[src/rtl/ram_stream_reader.sv]
// ---------------------------------------------------------------------------
// ram_stream_reader
//
// Read-side drain engine for the shared dual-port word RAM. On a start
// command it reads a window of consecutive words, one per FETCH cycle, and
// serialises each 32-bit word onto a valid/ready byte stream. Bytes leave
// least-significant first.
//
// Ports
//   clk, rst              clock and synchronous active-high reset
//   start                 one-cycle command strobe, honoured only when idle
//   start_addr            first word address of the window
//   word_count            number of words to drain
//   busy                  high in every state except IDLE
//   done                  one-cycle pulse at the end of a command
//   error                 pulses with done when a command was rejected
//   mem_addr              word address to the RAM read port
//   mem_wdata, mem_enw    RAM write side, tied off (read-only engine)
//   mem_rdata             combinational RAM read data for mem_addr
//   out_data, out_valid   byte stream towards the sink
//   out_ready             sink ready
// ---------------------------------------------------------------------------
module ram_stream_reader #(
  parameter int          WIDTH     = 32,
  parameter int unsigned BASE_ADDR = 206800,
  parameter int unsigned DEPTH     = 206800
) (
  input  logic             clk,
  input  logic             rst,
  input  logic             start,
  input  logic [WIDTH-1:0] start_addr,
  input  logic [WIDTH-1:0] word_count,
  output logic             busy,
  output logic             done,
  output logic             error,
  output logic [WIDTH-1:0] mem_addr,
  output logic [WIDTH-1:0] mem_wdata,
  output logic             mem_enw,
  input  logic [WIDTH-1:0] mem_rdata,
  output logic [7:0]       out_data,
  output logic             out_valid,
  input  logic             out_ready
);

  localparam logic [1:0] IDLE  = 2'd0;
  localparam logic [1:0] FETCH = 2'd1;
  localparam logic [1:0] SEND  = 2'd2;
  localparam logic [1:0] FIN   = 2'd3;

  localparam logic [WIDTH-1:0] BASE_W = WIDTH'(BASE_ADDR);
  // One past the last legal word, kept one bit wider so it never wraps.
  localparam logic [WIDTH:0]   LIMIT  = (WIDTH+1)'(BASE_ADDR) + (WIDTH+1)'(DEPTH);

  logic [1:0]       state_reg;
  logic [WIDTH-1:0] addr_reg;
  logic [WIDTH-1:0] remaining_reg;
  logic [WIDTH-1:0] shift_reg;
  logic [1:0]       byte_idx_reg;
  logic             err_reg;

  logic [WIDTH:0]   end_sum;
  logic             reject;
  logic             xfer;

  // Window end computed with a carry bit: a huge start_addr + word_count
  // must be rejected, not wrap back into the legal range.
  assign end_sum = {1'b0, start_addr} + {1'b0, word_count};
  assign reject  = (word_count == '0) || (start_addr < BASE_W) || (end_sum > LIMIT);

  assign xfer = (state_reg == SEND) && out_ready;

  always_ff @(posedge clk) begin
    if (rst) begin
      state_reg     <= IDLE;
      addr_reg      <= BASE_W;
      remaining_reg <= '0;
      shift_reg     <= '0;
      byte_idx_reg  <= 2'd0;
      err_reg       <= 1'b0;
    end else begin
      case (state_reg)
        IDLE: begin
          if (start) begin
            if (reject) begin
              // Rejected commands leave the address register alone so
              // mem_addr never points outside the RAM window.
              err_reg   <= 1'b1;
              state_reg <= FIN;
            end else begin
              addr_reg      <= start_addr;
              remaining_reg <= word_count;
              state_reg     <= FETCH;
            end
          end
        end
        FETCH: begin
          // The only cycle the RAM is sampled; later writes to this word
          // by the other port are not seen.
          shift_reg    <= mem_rdata;
          byte_idx_reg <= 2'd0;
          state_reg    <= SEND;
        end
        SEND: begin
          if (xfer) begin
            if (byte_idx_reg != 2'd3) begin
              shift_reg    <= shift_reg >> 8;
              byte_idx_reg <= byte_idx_reg + 2'd1;
            end else begin
              remaining_reg <= remaining_reg - WIDTH'(1);
              if (remaining_reg == WIDTH'(1)) begin
                state_reg <= FIN;
              end else begin
                addr_reg  <= addr_reg + WIDTH'(1);
                state_reg <= FETCH;
              end
            end
          end
        end
        default: begin
          err_reg   <= 1'b0;
          state_reg <= IDLE;
        end
      endcase
    end
  end

  assign busy      = (state_reg != IDLE);
  assign done      = (state_reg == FIN);
  assign error     = (state_reg == FIN) && err_reg;
  assign out_valid = (state_reg == SEND);
  assign out_data  = shift_reg[7:0];
  assign mem_addr  = addr_reg;
  assign mem_wdata = '0;
  assign mem_enw   = 1'b0;

endmodule

[config.mk]
export PLATFORM = sky130hd
export DESIGN_NAME = ram_stream_reader
export DESIGN_NICKNAME = d
export VERILOG_FILES = /design/src/rtl/ram_stream_reader.sv
export SDC_FILE = /design/constraint.sdc
export NUM_CORES = 1
export LEC_CHECK = 0
export ABC_CLOCK_PERIOD_IN_PS = 4550
export CAP_MARGIN = 20
export CORE_MARGIN = 2
export CORE_UTILIZATION = 40
export CTS_BUF_LIST = sky130_fd_sc_hd__clkbuf_8
export CTS_CLUSTER_DIAMETER = 120
export DETAILED_ROUTE_END_ITERATION = 12
export PLACE_DENSITY_LB_ADDON = 0.3
export SLEW_MARGIN = 20
export SYNTH_ARGS = -nofsm -noshare
export SYNTH_HDL_FRONTEND = slang
export SYNTH_SLANG_ARGS = --single-unit
[constraint.sdc]
create_clock -name clk -period 4.55 [get_ports clk]
set_input_delay 1.365 -clock clk [delete_from_list [all_inputs] [get_ports clk]]
set_output_delay 1.365 -clock clk [all_outputs]
set_load 0.02 [all_outputs]
==> key figures <==
Detailed routing
  • DRC violations left: 0
  • DR vias/cell: 5.78
  • Antenna Nets Post-Route: 0
  • Wire length per cell: 17.8 microns
  • First-pass DRT Iterations: 6
  • Iteration-0 DRC Markers: 845
  • Via count: 10100
  • Routed WL: 31200 microns

Layout
  • Final nets: 1611
  • Layout Cells excl Fill: 1749
  • Fillers: 1866
  • Fraction of layout cells with a size suffix above 1: 28.2%
  • Sequential Area: 2020 sq um
  • Area of the multi-input gates: 6570 sq um
  • Area Overhead vs Synth: 48.2%
  • Antenna cells: 0

Power
  • Net Switching: 1.89 mW
  • Logic pwr share: 57.8%
  • Cell leakage power: 5.34 nW
  • Clk pwr share: 14.5%
  • P_int: 2.37 mW
  • Reg power frac: 27.7%
  • VDD IR max: 0.271 mV
  • Pwr dens: 333 nW/um^2
  • Sw frac: 44.3%

Timing
  • Slew @ Worst Pin: 1010 ps
  • Post-layout minimum cycle time: 4510 ps
  • # setup viols final: 0
  • Fmax: 222 MHz
  • Clk_skew: 15.1 ps
  • Fin crit share: 99.0%
  • Hold Vio Cnt, Final: 0
  • Max-slew violations: 0
  • Slew headroom: 32.9%
  • Setup TNS: 0 ps

CTS
  • Num CTS Buffers: 9
  • Clk sink count: 101
  • Clock root buffer: clkbuf_8
  • CTS Buffer Depth: 2
  • CTS tree: yes
  • CTS Hold Bufs: 0
  • Clock slew at reported path FFs: 120 ps
  • H-tree levels: 3
  • Clock Latency Late Sink: 410 ps

Placement
  • Placed Cells: 1704
  • IO buf count: 143
  • Gpl congestion: 0.956
  • Detail Placement HPWL: 23100 microns

Global route
  • Initial antenna violation count: 0
  • Global route overflow: 0
  • Vias in the first global route: 9065
  • Global-route wire length before repair: 47200 microns
  • Largest net degree at the start of global routing: 95
  • Tot GR Track Use: 26.0%

Floorplan
  • Die area: 22700 sq um
  • Width of the die: 151 microns
  • Rows: 53
  • I/O Pins: 177
  • Core Box Area: 21100 sq um
  • Initial Utilization: 40.9%
  • Die Y: 151 microns

Setup path
  • Req. time, crit path: 4880 ps
  • Worst r2r src: remaining_reg[3]
  • RR Endpoint: remaining_reg[30]
  • Reg2reg setup slack: 1040 ps
  • Crit. Startpoint: start_addr[26]
  • Critical path endpoint category: flip-flop
  • Worst Reg-to-Reg Cells: 10
  • CP Launch Type: input port
  • Crit Path Class: input port to flip-flop
  • Crit-path max FO: 11
  • Crit path DAT: 4830 ps

Logic synthesis
  • Yosys reg bits: 101
  • Post-Syn Instances: 1143
  • Post-synth ARST share: 0%
  • Post-Syn Area: 8620 sq um
  • Synth cell types: 88
  • Top_reg_cell synth: dfxtp_1
  • Yosys warning total: 0
  • Avg Cell Area, Syn: 7.54 sq um
  • Register area share after synthesis: 23.5%
  • Post-synth EDFFs: 0

Hold path
  • Hold Path Class: flip-flop to flip-flop
  • Worst hold endpoint: shift_reg[27]
  • Worst Hold Launch: shift_reg[27]
  • Min-Delay Path Depth: 2

Outcome
  • Run status: finished clean

Job
  • Maxcap violations: 0
-- placed cells by master, fill, tap and decap left out, types with 30 or more instances in the layout --
cell             instances
mux2i_1                 30
dfxtp_1                101
a211oi_1                37
dlymetal6s2s_1          34
nand2_1                118
a21oi_1                 95
nor2_1                  97
buf_4                  241
nor3_1                  41
clkdlybuf4s50_1         91
nand3_1                 37
o21ai_0                 49
conb_1                  33
-- cells in the mapped netlist, drive strengths merged, types with 17 or more instances --
master	count	area (sq um)
nor3	42	215
nor2	101	382
inv	22	82.6
and3	18	113
nand2	125	472
a211oi	44	358
clkbuf	37	139
nand4	25	156
nor4	19	119
a21oi	128	697
buf	73	513
a21o	19	143
a31oi	17	113
nand3	38	190
dfxtp	101	2020
o32ai	28	320
o21ai	65	329
ha	41	513
mux2i	30	300
-- power by group through the flow --
stage | Combinational [mW] | Sequential [mW] | Clock [mW]
6_report | 2.46 | 1.18 | 0.617
5_1_grt | 2.66 | 1.20 | 0.662
2_1_floorplan | 1.43 | 1.21 | 0
4_1_cts | 2.28 | 1.18 | 0.627
3_5_place_dp | 2.20 | 1.20 | 0
3_3_place_gp | 2.17 | 1.19 | 0
-- worst max-delay path, cell delays in order --
cell and delay [ps]:
clkdlybuf4s50_1 470, ha_4 350, nand4_1 160, or3_1 400, or3_1 340, mux2i_1 160
or2_1 260, a2111oi_4 370, and4_4 340, nor2_4 90, buf_12 150, buf_4 140
o32ai_2 230
-- kinds of logic (layout without fill, tap and decap cells) --
family / Yosys count / after routing / synth area share, %
adder cells (fa/ha/maj): 42 / 42 / 6.18
multiplexers: 32 / 32 / 3.74
XOR/XNOR: 14 / 14 / 1.42
flip-flops: 101 / 101 / 23.5
AO/OA/AOI/OAI: 391 / 391 / 32.6
buffers and inverters: 138 / 435 / 9.07
AND/OR/NAND/NOR: 424 / 426 / 23.5
other: 1 / 33 / 0.0435
-- metal layers --
layer	vias up	track usage, %	routed length, microns
met3	34	2.86	2350
li1	4887	-	-
met1	4729	36.3	13700
met4	0	6.17	499
met2	461	42.9	14600
met5	-	0	0
-- how the worst max path moves through the flow --
stage                                    to  slack, ps
after floorplan           remaining_reg[14]         -2
after global placement    remaining_reg[16]       -750
after detailed placement       mem_addr[23]       -800
after CTS                 remaining_reg[27]          4
after global routing       remaining_reg[7]        -40
final                     remaining_reg[27]         40
-- through the flow --
step / area (sq um) / hold slack (ps) / total power [mW] / util (%) / setup WS, ps
after detailed placement: 11600 / 448 / 3.40 / 55.0 / -799
after CTS: 12100 / 464 / 4.08 / 57.4 / 3.73
after global routing: 12800 / 489 / 4.52 / 60.6 / -41.1
after floorplan: 8750 / 432 / 2.64 / - / -2.42
final: 12800 / 463 / 4.25 / 60.6 / 44.2
after global placement: 11600 / 439 / 3.36 / 55.0 / -752
-- final cells by class --
| class | instances | share of cell area, % |
|---|---|---|
| Sequential cell | 101 | 15.8 |
| Timing Repair Buffer | 396 | 27.8 |
| Inverter | 23 | 0.676 |
| Clock buffer | 9 | 0.969 |
| Clock inverter | 7 | 0.656 |
| Multi-Input combinational cell | 938 | 51.4 |
| Tap cell | 275 | 2.69 |
-- what timing repair did --
item | in CTS | in global routing
setup endpoints to repair | 66 | 66
pin swaps | 25 | 56
gates cloned | 4 | 1
buffers inserted | 9 | 15
gates resized for setup | 54 | 124
No activity file was read; power rests on OpenSTA's default activity.
